**config.mk**
```make
export PLATFORM = sky130hd
export DESIGN_NAME = vga_text_seq
export DESIGN_NICKNAME = d
export VERILOG_FILES = /design/src/rtl/vga_text_seq.sv
export SDC_FILE = /design/constraint.sdc
export NUM_CORES = 1
export LEC_CHECK = 0
export ABC_AREA = 1
export BUFFER_PORTS_ARGS = -buffer_cell sky130_fd_sc_hd__clkbuf_2
export CAP_MARGIN = 30
export CORE_MARGIN = 2
export CORE_UTILIZATION = 54
export DETAILED_ROUTE_END_ITERATION = 8
export PLACE_DENSITY = 0.77
export SLEW_MARGIN = 20
export SYNTH_ARGS = -nofsm -noshare
export SYNTH_HDL_FRONTEND = slang
export SYNTH_SLANG_ARGS = --single-unit
```
**constraint.sdc**
```tcl
create_clock -name clk -period 1.8 [get_ports clk]
set_clock_uncertainty 0.2 [all_clocks]
set_input_delay 0.09 -clock clk [delete_from_list [all_inputs] [get_ports clk]]
set_output_delay 0.09 -clock clk [all_outputs]
set_load 0.005 [all_outputs]
```
**src/rtl/vga_text_seq.sv**
```systemverilog
// +----------------------------------------------------------------------------+
// | vga_text_seq : 8-slot letter buffer with typewriter reveal and a          |
// |                registered pixel-to-cell lookup for a VGA text box.        |
// | Revision     : 1.0                                                        |
// +----------------------------------------------------------------------------+
`default_nettype none

module vga_text_seq #(
  parameter int X0      = 64,
  parameter int Y0      = 200,
  parameter int CW_LOG2 = 6,
  parameter int CH      = 80,
  parameter int TICK    = 25_000_000
) (
  input  logic       clk,
  input  logic       rst_n,
  input  logic [9:0] h_cnt,
  input  logic [9:0] v_cnt,
  input  logic       wr_valid,
  input  logic [4:0] wr_char,
  output logic       wr_ready,
  input  logic       start,
  input  logic       clear,
  output logic [4:0] letter,
  output logic [5:0] col_x,
  output logic [6:0] row_y,
  output logic       in_text,
  output logic [3:0] count,
  output logic       busy
);

  localparam int              c_TW       = (TICK > 1) ? $clog2(TICK) : 1;
  localparam logic [c_TW-1:0] c_TICK_MAX = c_TW'(TICK - 1);
  localparam logic [10:0]     c_X_LO     = 11'(X0);
  localparam logic [10:0]     c_X_HI     = 11'(X0 + (8 << CW_LOG2));
  localparam logic [10:0]     c_Y_LO     = 11'(Y0);
  localparam logic [10:0]     c_Y_HI     = 11'(Y0 + CH);
  localparam logic [9:0]      c_X0       = 10'(X0);
  localparam logic [9:0]      c_Y0       = 10'(Y0);
  localparam logic [4:0]      c_BLANK    = 5'd31;

  typedef enum logic [1:0] {
    S_IDLE = 2'd0,
    S_TYPE = 2'd1,
    S_SHOW = 2'd2
  } state_t;

  state_t          r_state;
  logic [3:0]      r_count;
  logic [3:0]      r_reveal;
  logic [c_TW-1:0] r_tick;
  logic [4:0]      r_slot [8];

  logic [4:0]      r_letter;
  logic [5:0]      r_col_x;
  logic [6:0]      r_row_y;
  logic            r_in_text;

  logic            w_wr;
  logic            w_in_text;
  logic [9:0]      w_hoff;
  logic [6:0]      w_row;
  logic [3:0]      w_sidx;
  logic [4:0]      w_letter;

  assign wr_ready = (r_state == S_IDLE) && (r_count < 4'd8);
  assign w_wr     = wr_valid && wr_ready;
  assign busy     = (r_state == S_TYPE);
  assign count    = r_count;

  always_ff @(posedge clk or negedge rst_n) begin
    if (!rst_n) begin
      r_state  <= S_IDLE;
      r_count  <= 4'd0;
      r_reveal <= 4'd0;
      r_tick   <= '0;
      for (int i = 0; i < 8; i++) r_slot[i] <= c_BLANK;
    end else if (clear) begin
      r_state  <= S_IDLE;
      r_count  <= 4'd0;
      r_reveal <= 4'd0;
      r_tick   <= '0;
      for (int i = 0; i < 8; i++) r_slot[i] <= c_BLANK;
    end else begin
      case (r_state)
        S_IDLE: begin
          if (w_wr) begin
            r_slot[r_count[2:0]] <= wr_char;
            r_count              <= r_count + 4'd1;
          end
          // A write landing in the same cycle as start makes an empty buffer non-empty.
          if (start && ((r_count != 4'd0) || w_wr)) begin
            r_state  <= S_TYPE;
            r_tick   <= '0;
            r_reveal <= 4'd0;
          end
        end
        S_TYPE: begin
          if (r_tick == c_TICK_MAX) begin
            r_tick   <= '0;
            r_reveal <= r_reveal + 4'd1;
            if ((r_reveal + 4'd1) == r_count) r_state <= S_SHOW;
          end else begin
            r_tick <= r_tick + 1'b1;
          end
        end
        S_SHOW:  r_state <= S_SHOW;
        default: r_state <= S_IDLE;
      endcase
    end
  end

  assign w_in_text = ({1'b0, h_cnt} >= c_X_LO) && ({1'b0, h_cnt} < c_X_HI) &&
                     ({1'b0, v_cnt} >= c_Y_LO) && ({1'b0, v_cnt} < c_Y_HI);
  assign w_hoff    = w_in_text ? (h_cnt - c_X0) : 10'd0;
  assign w_row     = w_in_text ? 7'(v_cnt - c_Y0) : 7'd0;
  assign w_sidx    = 4'(w_hoff >> CW_LOG2);
  assign w_letter  = (w_in_text && (w_sidx < r_reveal)) ? r_slot[w_sidx[2:0]] : c_BLANK;

  always_ff @(posedge clk or negedge rst_n) begin
    if (!rst_n) begin
      r_letter  <= c_BLANK;
      r_col_x   <= 6'd0;
      r_row_y   <= 7'd0;
      r_in_text <= 1'b0;
    end else begin
      r_letter  <= w_letter;
      r_col_x   <= w_hoff[5:0];
      r_row_y   <= w_row;
      r_in_text <= w_in_text;
    end
  end

  assign letter  = r_letter;
  assign col_x   = r_col_x;
  assign row_y   = r_row_y;
  assign in_text = r_in_text;

endmodule

`default_nettype wire

```
* Word level (Yosys, flattened, before mapping)
Index checks and enable logic that the tools add are counted.
** Cells by class
- Reduce and logical (&&, ||, !) cells :: 18
- Bitwise logic cells :: 2
- $lt $le $gt $ge :: 9
- Add/subtract/negate cells :: 5
- Multiplexer cells :: 28
- Equal/unequal tests :: 7
** Operators with widths (number)
- $mux 40 :: 3
- $mux 25 :: 3
- $pmux 25 s2 :: 1
- $bwmux 40 :: 1
- $add 25x1->25 const B :: 1
- $eq 25x25->1 const B :: 1
- $mux 4 :: 6
- $mux 5 :: 4
- $bmux 5 s3 :: 1
- $demux 5 s3 :: 1
- $ge 10x7->1 const B :: 1
- $ge 10x8->1 const B :: 1
- $lt 10x10->1 const B :: 1
- $lt 10x9->1 const B :: 1
- $mux 10 :: 1
- $sub 10x7->10 const B :: 1
- $ne 3x2->1 const B :: 3
- $add 4x1->4 const B :: 2
- $ge 4x4->1 const B :: 2
- $logic_and 1x1->1 :: 8
- $mux 2 :: 4
- $not 3->4 :: 2
- $pmux 4 s2 :: 1
- $mux 7 :: 1
- other kinds (15) :: 18
** Word-level totals
- Bits in registers :: 94

* Longest topological paths before layout
Gate-level depths: netlist of run 1.
- Word-level depth :: 10
- Gate-level depth with buffers :: 14
- Mapped depth without buffers :: 13

* Least setup slack after synthesis of run 1
No wires, ideal clock.
- Kind :: input to register
- Start :: input port h_cnt[6]
- End :: register r_letter[0] (netlist: letter[0])
- Stages on the path :: 14
- Buffers on the path :: 2
- Path slack :: -799 ps
- Arrival :: 2302 ps
- Cell sequence :: inv_1 -> clkbuf_1 -> ha_1 -> nand2_1 -> nor2_1 -> nand2_4 -> nand3_4 -> clkbuf_1 -> nor2_1 -> ha_1 -> a21oi_1 -> nand2_1 -> a21oi_1 -> nand3_1
** Between the ends
- Cells in the longest elaborated chain, start to end :: 10
- Elaborated cells on any way between the ends :: 14
** Ends and longest elaborated chain
- from (decl) :: RTL line 17 : input logic [9:0] h_cnt,
- $ge 10x7->1 or $lt 10x10->1 (tied branches) :: RTL line 113 : assign w_in_text = ({1'b0, h_cnt} >= c_X_LO) && ({1'b0, h_cnt} < c_X_HI) &&
- $logic_and 1x1->1 (2 in series) :: RTL line 113
- $logic_and 1x1->1 :: RTL line 114 : ({1'b0, v_cnt} >= c_Y_LO) && ({1'b0, v_cnt} < c_Y_HI);
- $mux 10 :: RTL line 115 : assign w_hoff = w_in_text ? (h_cnt - c_X0) : 10'd0;
- $not 3->4 (implied by the code) :: RTL line 118 : assign w_letter = (w_in_text && (w_sidx < r_reveal)) ? r_slot[w_sidx[2:0]] : c_BLANK;
- $bmux 5 s3 :: RTL line 118
- $mux 5 (implied by the code) (2 in series) :: RTL line 118
- $mux 5 * :: RTL line 118
- net w_letter[0] :: RTL line 64 : logic [4:0] w_letter;
- to (signal assigned) :: RTL line 122 : r_letter <= c_BLANK;
- to (signal assigned) :: RTL line 127 : r_letter <= w_letter;
- to (decl) :: RTL line 54 : logic [4:0] r_letter;
Mark *: on every way through the listed nets, which the timed path passes. The rest lies on a longest branch. The select of a mux whose other input is x is not followed.
A chain may end at the register's enable or synchronous reset.

* Worst setup path in the final report of run 1
- Start :: register r_state[1]
- End :: register r_tick[3]
** Between the ends
- Cells in the longest elaborated chain, start to end :: 7
- Elaborated cells on any way between the ends :: 11
** Ends and longest elaborated chain
- from (decl) :: RTL line 48 : state_t r_state;
- from (signal assigned) :: RTL line 73 : r_state <= S_IDLE;
- from (signal assigned) :: RTL line 79 : r_state <= S_IDLE;
- from (signal assigned) :: RTL line 93 : r_state <= S_TYPE;
- $logic_not 2->1 :: RTL line 66, 85
- $logic_and 1x1->1 :: RTL line 66 : assign wr_ready = (r_state == S_IDLE) && (r_count < 4'd8);
- $logic_and 1x1->1 :: RTL line 67 : assign w_wr = wr_valid && wr_ready;
- $logic_or 1x1->1 :: RTL line 92 : if (start && ((r_count != 4'd0) || w_wr)) begin
- $logic_and 1x1->1 :: RTL line 92
- $ne 3x2->1 (no source line)
- $reduce_and 2->1 (no source line)
- to (signal assigned) :: RTL line 104 : r_tick <= r_tick + 1'b1;
- to (decl) :: RTL line 51 : logic [c_TW-1:0] r_tick;
Parallel ways exist; a longest one is shown, timed or not.

==> impl_summary.log, run 1 <==
INFO  metric worst_flop_to_flop_path_endpoint = r_tick[3]
INFO  metric wl = 17900 µm
INFO  metric async_reset_ff_frac = 1.00
INFO  metric ys_top_cells_by_area = sky130_fd_sc_hd__dfrtp_1 23%, sky130_fd_sc_hd__dfstp_2 22%, sky130_fd_sc_hd__nand2_1 11%, sky130_fd_sc_hd__nor2_1 6.6%, sky130_fd_sc_hd__inv_1 6.1%
INFO  metric die_h = 103 µm
INFO  metric synth_edf_count = 0
INFO  metric synth_cell_types = 42
INFO  metric part_of_the_power_in_registers = 0.359
INFO  metric synth-simple-area-share = 0.306
INFO  metric final_max_slew_viol_count = 0
INFO  metric layout_setup_ws = -0.216 ns
INFO  metric max-clock-path-buffers = 2
INFO  metric drive_above_1_share = 0.428
INFO  metric report.final.hold_viol_count = 0
INFO  metric fin_nets = 912
INFO  metric floorplan.die.width = 103 µm
INFO  metric mostFrequentLayoutCell = sky130_fd_sc_hd__nand2_1
INFO  metric post-route-period-util = 1.12
INFO  metric start_util = 0.550
INFO  metric cap_violations = 0
INFO  metric min-delay-path-class = input pin to register
INFO  metric drtAntennaViolNets = 0
INFO  metric detailedPlacementHpwl = 10500 µm
INFO  metric sw_frac_of_total = 0.381
INFO  metric worstHoldPathCells = 6
INFO  metric final.fill_count = 583
INFO  metric synthesis.nets = 724
INFO  metric worst_hold_endpoint = r_tick[22]
INFO  metric synthesis_to_layout_area_growth = 46.9%
INFO  metric status = finished with violations
INFO  metric post_synth_mux_area_share = 0
INFO  metric avgViaCountPerCell = 5.62
INFO  metric power = 6.92 mW
INFO  metric number_of_top_level_pins = 55
INFO  metric critical_path_required = 1.93 ns
INFO  metric rsz_0062_raised_after_global_routing = yes
INFO  metric complex_gate_fraction_of_the_synthesized_area = 0.0937
INFO  metric r2r_setup_slk = -0.22 ns
INFO  metric layout_min_cycle_time = 2.02 ns
INFO  metric cell_internal_pwr = 4.28 mW
INFO  metric post-route-drc-count = 0
INFO  metric path_max_fanout = 5
INFO  metric postSynth.topFlopCell = sky130_fd_sc_hd__dfrtp_1
INFO  metric core_area = 0.00964 mm²
INFO  metric hp-start = start
INFO  metric post-synth-top-area-cell = sky130_fd_sc_hd__dfrtp_1
INFO  metric power_frac_clock = 0.209
INFO  metric setup-violations-final = 61
INFO  metric clock_sink_count = 94
INFO  metric yosys_register_bits = 94
INFO  metric vias = 5659
INFO  metric n_antenna_cell = 0
INFO  metric dr_iter_0_viols = 692
INFO  metric synthDominantCellAreaShare = 0.231
INFO  metric aggregate_global_routing_overflow = 0
INFO  metric synth_sequential_area_ratio = 0.454
INFO  metric power.density_cell_area = 889 mW/mm²
INFO  metric cts.htree.levels = 3
INFO  metric worstSkewPairLatency = 0.38 ns
INFO  metric crit_path_start_kind = register
INFO  metric synth_fa_ha_area_frac = 0.0307
INFO  metric ys.warnings.count = 0
INFO  metric clock_tree_from_tritoncts = yes
INFO  metric power.static_leakage = 3.66 nW
INFO  metric avgSynthCellArea = 7.78 µm²
INFO  metric grt_antenna_before_repair = 0
INFO  metric timing.critical_path.to_type = register
INFO  metric place.gp.congestion = 0.952
INFO  metric mappedNetlistArea = 0.00530 mm²
INFO  metric via_count_of_the_first_global_routing_pass = 5178
INFO  metric failed_checks = negative setup slack
INFO  metric netSwitchingPower = 2.64 mW
INFO  metric rr_startpoint = r_state[1]
INFO  metric netlist_instances = 681
INFO  metric timing.critical_path.arrival = 2.14 ns
INFO  metric p_comb_frac = 0.432
INFO  metric wirelength_per_cell = 17.7 µm
INFO  metric fmaxAchievable = 496 MHz
INFO  metric placement_stage_worst_setup_slack = -0.309 ns
INFO  metric post_synth_xor_area_fraction = 0.0264
INFO  metric worst_reg_to_reg_cells = 9
INFO  metric overall_die_area = 0.0106 mm²
INFO  metric slew_hr = 0.473
INFO  metric timing.setup.critical_path_class = register to register
INFO  metric worst_setup_hold_path_clk_slew = 0.10 ns
INFO  metric track_usage = 0.301
INFO  metric grt_start_max_net_pins = 25
INFO  metric io_buffers = 54
INFO  metric placement_rows = 36
INFO  metric mostFrequentLayoutCells = 134 x sky130_fd_sc_hd__nand2_1, 89 x sky130_fd_sc_hd__buf_4, 79 x sky130_fd_sc_hd__inv_1, 66 x sky130_fd_sc_hd__nor2_1, 53 x sky130_fd_sc_hd__clkbuf_2
INFO  metric grt_first_pass_wirelength = 24500 µm
INFO  metric max_slew.worst_pin.slew = 0.788 ns
INFO  metric hold_ws = 0.0627 ns
INFO  metric clock-root-buffer = sky130_fd_sc_hd__clkbuf_8
INFO  metric number_of_iterations_in_the_first_detailed_routing_pass = 8
INFO  metric cts-buffers-inserted = 9
INFO  metric synth_top_family_by_area = simple AND/OR/NAND/NOR gates
INFO  metric max-vdd-ir-drop = 0.826 mV
## Yosys cell counts (6+ instances only)
cell / number
sky130_fd_sc_hd__a21oi_1: 47
sky130_fd_sc_hd__dfrtp_1: 49
sky130_fd_sc_hd__dfstp_2: 45
sky130_fd_sc_hd__ha_1: 13
sky130_fd_sc_hd__inv_1: 86
sky130_fd_sc_hd__inv_2: 7
sky130_fd_sc_hd__nand2_1: 153
sky130_fd_sc_hd__nand3_1: 55
sky130_fd_sc_hd__nand4_1: 18
sky130_fd_sc_hd__nor2_1: 93
sky130_fd_sc_hd__nor3_1: 24
sky130_fd_sc_hd__o21ai_0: 16
sky130_fd_sc_hd__xnor2_1: 6
sky130_fd_sc_hd__xor2_1: 10
## repair_timing
| item | 4_1_cts | 5_1_grt |
|---|---|---|
| pin swaps | 17 | 22 |
| hold endpoints to repair | 148 | 0 |
| hold buffers | 23 | 0 |
| gates cloned | 2 | 5 |
| buffers inserted | 9 | 9 |
| endpoints found under the setup margin | 58 | 72 |
| resized for setup | 48 | 109 |
## per-layer routing
metal / track usage / wire, µm / vias up
li1: - / - / 2574
met1: 0.406 / 7120 / 2687
met2: 0.495 / 8690 / 333
met3: 0.0420 / 1410 / 65
met4: 0.117 / 632 / 0
met5: 0 / 0 / -
## logic make-up (layout without fill, tap and decap cells)
logic type	count (synthesis)	in the layout
AOI/OAI and AO/OA	85	85
xor gates and xnor gates	16	16
adders and majority gates	13	13
buffers and inverters	111	302
DFF	94	94
and+or+nand+nor	362	364
## worst max path at each step
stage	start	end	slack [ns]	cells past startpoint
after floorplan	h_cnt[6]	letter[0]	-0.20	14
after global placement	h_cnt[7]	letter[0]	-0.14	14
after detailed placement	h_cnt[7]	letter[0]	-0.31	14
after CTS	r_state[1]	r_tick[12]	-0.10	13
after global routing	r_tick[0]	r_tick[19]	-0.26	12
final	r_state[1]	r_tick[3]	-0.22	9
## per-stage QoR
| step | utilization | cells | cell area (µm²) | setup TNS (ns) |
|---|---|---|---|---|
| 6_report | 0.808 | 1007 | 7790 | -5.94 |
| 5_1_grt | 0.808 | 1007 | 7790 | -9.32 |
| 4_1_cts | 0.753 | 993 | 7260 | -0.838 |
| 3_5_place_dp | 0.676 | 944 | 6520 | -5.40 |
| 3_3_place_gp | 0.676 | 944 | 6520 | -1.35 |
| 2_1_floorplan | - | 681 | 5470 | -2.06 |
## cell type report
class	count	area, µm²	share of cell area
Timing Repair Buffer	188	1500	0.193
Multi-Input combinational cell	478	3090	0.397
Sequential cell	94	2410	0.310
Clock buffer	11	163	0.0209
Clock inverter	5	38.8	0.00498
Tap cell	133	166	0.0214
Inverter	98	414	0.0532
## state kept, by name, summed over array words and instances, names as in the netlist
register and flops:
r_slot 40, r_tick 25, row_y 7, col_x 6
letter 5, count 4, r_reveal 4, r_state 2
in_text 1
## power groups by stage
stage	logic, mW	clock network, mW	registers (mW)
after global routing	3.17	1.53	2.50
after CTS	2.49	1.46	2.45
after detailed placement	1.98	0	2.49
final	2.99	1.45	2.48
after global placement	1.90	0	2.47
after floorplan	1.24	0	2.49
## worst max-delay path, cell delays in order, from the launching register on
cell and delay [ns]:
sky130_fd_sc_hd__dfrtp_1 0.38, sky130_fd_sc_hd__inv_2 0.07, sky130_fd_sc_hd__ha_4 0.17, sky130_fd_sc_hd__buf_4 0.13, sky130_fd_sc_hd__buf_4 0.12, sky130_fd_sc_hd__nand3_2 0.09
sky130_fd_sc_hd__nand2_4 0.11, sky130_fd_sc_hd__buf_4 0.18, sky130_fd_sc_hd__o21ai_0 0.27, sky130_fd_sc_hd__and3_4 0.22
(Power assumes the default switching activity.)
==> run 2, diff against run 1 <==
--- a/config.mk
+++ b/config.mk
@@ -9,8 +9,10 @@
 export BUFFER_PORTS_ARGS = -buffer_cell sky130_fd_sc_hd__clkbuf_2
 export CAP_MARGIN = 30
+export CELL_PAD_IN_SITES_DETAIL_PLACEMENT = 1
+export CELL_PAD_IN_SITES_GLOBAL_PLACEMENT = 1
 export CORE_MARGIN = 2
-export CORE_UTILIZATION = 54
+export CORE_UTILIZATION = 40
 export DETAILED_ROUTE_END_ITERATION = 8
-export PLACE_DENSITY = 0.77
+export PLACE_DENSITY_LB_ADDON = 0.1
 export SLEW_MARGIN = 20
 export SYNTH_ARGS = -nofsm -noshare
==> constraint.sdc (replaced) <==
create_clock -name clk -period 1.8 [get_ports clk]
set_clock_uncertainty 0.2 [all_clocks]
set_input_delay 0.09 -clock clk [delete_from_list [all_inputs] [get_ports clk]]
set_output_delay 0.09 -clock clk [all_outputs]
set_load 0.1 [all_outputs]
==> run 2 against run 1 <==
Effect of this change: the run still ends with negative setup slack left; final cell count increased by 6.9%; critical path type unchanged; largest cell class unchanged; non-clock buffer count increased by 28; combinational power increased by 23%; first-iteration DRC count decreased by 56%; power increased by 18%; worst hold slack improved by 0.0012 ns; via count about the same; largest power group unchanged; routed wire length increased by 18%.
==> impl_summary.log, run 2 (synthesis gave the netlist of run 1 again) <==
INFO  metric clock_sink_count = 94 (unchanged)
INFO  metric critical_path.top_delay_family = simple AND/OR/NAND/NOR gates
INFO  metric cts.htree.levels = 3 (unchanged)
INFO  metric cap_violations = 0 (unchanged)
INFO  metric grt_antenna_before_repair = 0 (unchanged)
INFO  metric post-route-period-util = 1.15 (+0.0330)
INFO  metric aggregate_global_routing_overflow = 0 (unchanged)
INFO  metric max_slew.worst_pin.slew = 0.740 ns (-0.0478 ns)
INFO  metric detailedPlacementHpwl = 13000 µm (+23%)
INFO  metric setup-violations-final = 62 (+1.6%)
INFO  metric mostFrequentLayoutCells = 123 x sky130_fd_sc_hd__nand2_1, 109 x sky130_fd_sc_hd__buf_4, 75 x sky130_fd_sc_hd__inv_1, 56 x sky130_fd_sc_hd__nor2_1, 49 x sky130_fd_sc_hd__clkbuf_2
INFO  metric avgViaCountPerCell = 5.26 (-6.4%)
INFO  metric floorplan.die.width = 119 µm (+16%)
INFO  metric cts-buffers-inserted = 9 (unchanged)
INFO  metric drive_above_1_share = 0.497 (+0.0687)
INFO  metric fmaxAchievable = 482 MHz (-2.9%)
INFO  metric worstSkewPairLatency = 0.36 ns (-0.02 ns)
INFO  metric power.density_cell_area = 981 mW/mm² (+10%)
INFO  metric grt_first_pass_wirelength = 29600 µm (+21%)
INFO  metric core_area = 0.0131 mm² (+36%)
INFO  metric post-route-drc-count = 0 (unchanged)
INFO  metric status = finished with violations
INFO  metric layout_min_cycle_time = 2.08 ns (+0.0594 ns)
INFO  metric power.static_leakage = 3.89 nW (+6.4%)
INFO  metric clock_tree_from_tritoncts = yes
INFO  metric timing.critical_path.cells = inv_2 -> nor3_2 -> nand4_1 -> nor2_1 -> nand2_2 -> nand2_4 -> buf_4 -> buf_6 -> inv_2 -> nand3_1 -> nand2_1
INFO  metric final_max_slew_viol_count = 0 (unchanged)
INFO  metric timing.critical_path.to_type = register
INFO  metric critical_path_required = 1.85 ns (-0.08 ns)
INFO  metric max-vdd-ir-drop = 1.18 mV (+43%)
INFO  metric fin_nets = 938 (+2.9%)
INFO  metric seqCellArea = 0.00243 mm² (+0.57%)
INFO  metric final.fill_count = 1523 (+160%)
INFO  metric place.gp.congestion = 0.901 (-5.4%)
INFO  metric worst_path_largest_cell_delay = 0.38 ns (about the same)
INFO  metric wl = 21000 µm (+18%)
INFO  metric number_of_top_level_pins = 55 (unchanged)
INFO  metric timing.setup.critical_path_class = register to register
INFO  metric via_count_of_the_first_global_routing_pass = 5700 (+10%)
INFO  metric rsz_0062_raised_after_global_routing = yes
INFO  metric placement_rows = 42 (+17%)
INFO  metric crit_path_start_kind = register
INFO  metric overall_die_area = 0.0142 mm² (+34%)
INFO  metric track_usage = 0.268 (-0.0338)
INFO  metric largest_reg_flops = 40 (unchanged)
INFO  metric report.final.hold_viol_count = 0 (unchanged)
INFO  metric worst_setup_hold_path_clk_slew = 0.07 ns (-0.03 ns)
INFO  metric layout_setup_ws = -0.276 ns (-0.0594 ns)
INFO  metric synthesis_to_layout_area_growth = 57.5%
INFO  metric worstPathBufferInverterCount = 4 (unchanged)
INFO  metric path_max_fanout = 3 (-2)
INFO  metric vias = 5662 (+0.053%)
INFO  metric drtAntennaViolNets = 0 (unchanged)
INFO  metric largest_register = r_slot
INFO  metric dr_iter_0_viols = 306 (-56%)
INFO  metric multi_input_comb_area = 0.00320 mm² (+3.5%)
INFO  metric grt_start_max_net_pins = 57 (+130%)
INFO  metric number_of_iterations_in_the_first_detailed_routing_pass = 4 (-4)
INFO  metric wirelength_per_cell = 19.6 µm (+10%)
INFO  metric timing.critical_path.arrival = 2.12 ns (-0.02 ns)
INFO  metric finish.utilization = 0.638 (-0.170)
INFO  metric failed_checks = negative setup slack
INFO  metric clock-root-buffer = sky130_fd_sc_hd__clkbuf_16
INFO  metric hold_ws = 0.0639 ns (+0.00119 ns)
INFO  metric die_h = 119 µm (+16%)
INFO  metric mostFrequentLayoutCell = sky130_fd_sc_hd__nand2_1
INFO  metric min-delay-path-class = input pin to register
INFO  metric slew_hr = 0.505 (+0.0320)
INFO  metric max-clock-path-buffers = 2 (unchanged)
INFO  metric start_util = 0.405 (-0.145)
INFO  metric crit_slowest_cell = sky130_fd_sc_hd__dfrtp_1
INFO  metric io_buffers = 54 (unchanged)
INFO  metric n_antenna_cell = 0 (unchanged)
INFO  metric critical-path-top-cell-by-count = sky130_fd_sc_hd__inv_2
## run 2: path summary, 6_finish.rpt
check                           start         end  slack [ns]  depth (start not counted)
hold reg to reg            r_slot[35]  r_slot[35]        0.30                          2
setup reg to reg           r_tick[14]   r_tick[1]       -0.28                         11
min in group asynchronous       rst_n   letter[4]        0.11                          2
setup / recovery           r_tick[14]   r_tick[1]       -0.28                         11
max in group asynchronous       rst_n    col_x[5]        0.21                          3
hold / removal               wr_valid    count[1]        0.06                          6
## run 2: layout make-up
class / instances / area share
Multi-Input combinational cell: 476 / 0.383
Sequential cell: 94 / 0.291
Timing Repair Buffer: 216 / 0.213
Inverter: 98 / 0.0499
Clock buffer: 11 / 0.0316
Tap cell: 176 / 0.0264
Clock inverter: 5 / 0.00525
## run 2: worst register-to-register path, delay by kind of cell, from the launching register on
kind	cells	cell delay (ns)
flops	1	0.38
simple gates	7	1.08
buf+inv	4	0.30
## run 2: power by group
| part | internal (mW) | switching [mW] | total, mW |
|---|---|---|---|
| registers | 2.36 | 0.134 | 2.50 |
| clock network | 1.09 | 0.935 | 2.02 |
| logic | 1.52 | 2.14 | 3.67 |
| total | 4.97 | 3.21 | 8.19 |
## run 2: per-stage QoR
stage | setup TNS (ns) | cell area [µm²] | setup slack [ns] | cells | total power, mW
final | -8.02 | 8350 | -0.276 | 1076 | 8.19
after global routing | -12.16 | 8350 | -0.320 | 1076 | 8.54
after CTS | -2.29 | 7570 | -0.155 | 1056 | 7.39
after detailed placement | -6.88 | 6800 | -0.301 | 1011 | 5.09
after global placement | -3.11 | 6800 | -0.139 | 1011 | 4.98
after floorplan | -5.72 | 5490 | -0.237 | 681 | 4.12
## run 2: layer usage
layer | wire length, µm | GRT usage | up-vias
met4 | 532 | 0.0580 | 0
li1 | - | - | 2619
met2 | 10700 | 0.438 | 174
met5 | 0 | 0 | -
met1 | 8960 | 0.372 | 2825
met3 | 861 | 0.0498 | 44
## run 2: repair_timing
item / 4_1_cts / 5_1_grt
cloned: 1 / 5
endpoints found under the setup margin: 55 / 79
pin swaps: 6 / 38
resized for setup: 49 / 167
hold endpoints to repair: 101 / 0
buffers inserted: 6 / 15
hold buffers: 23 / 0
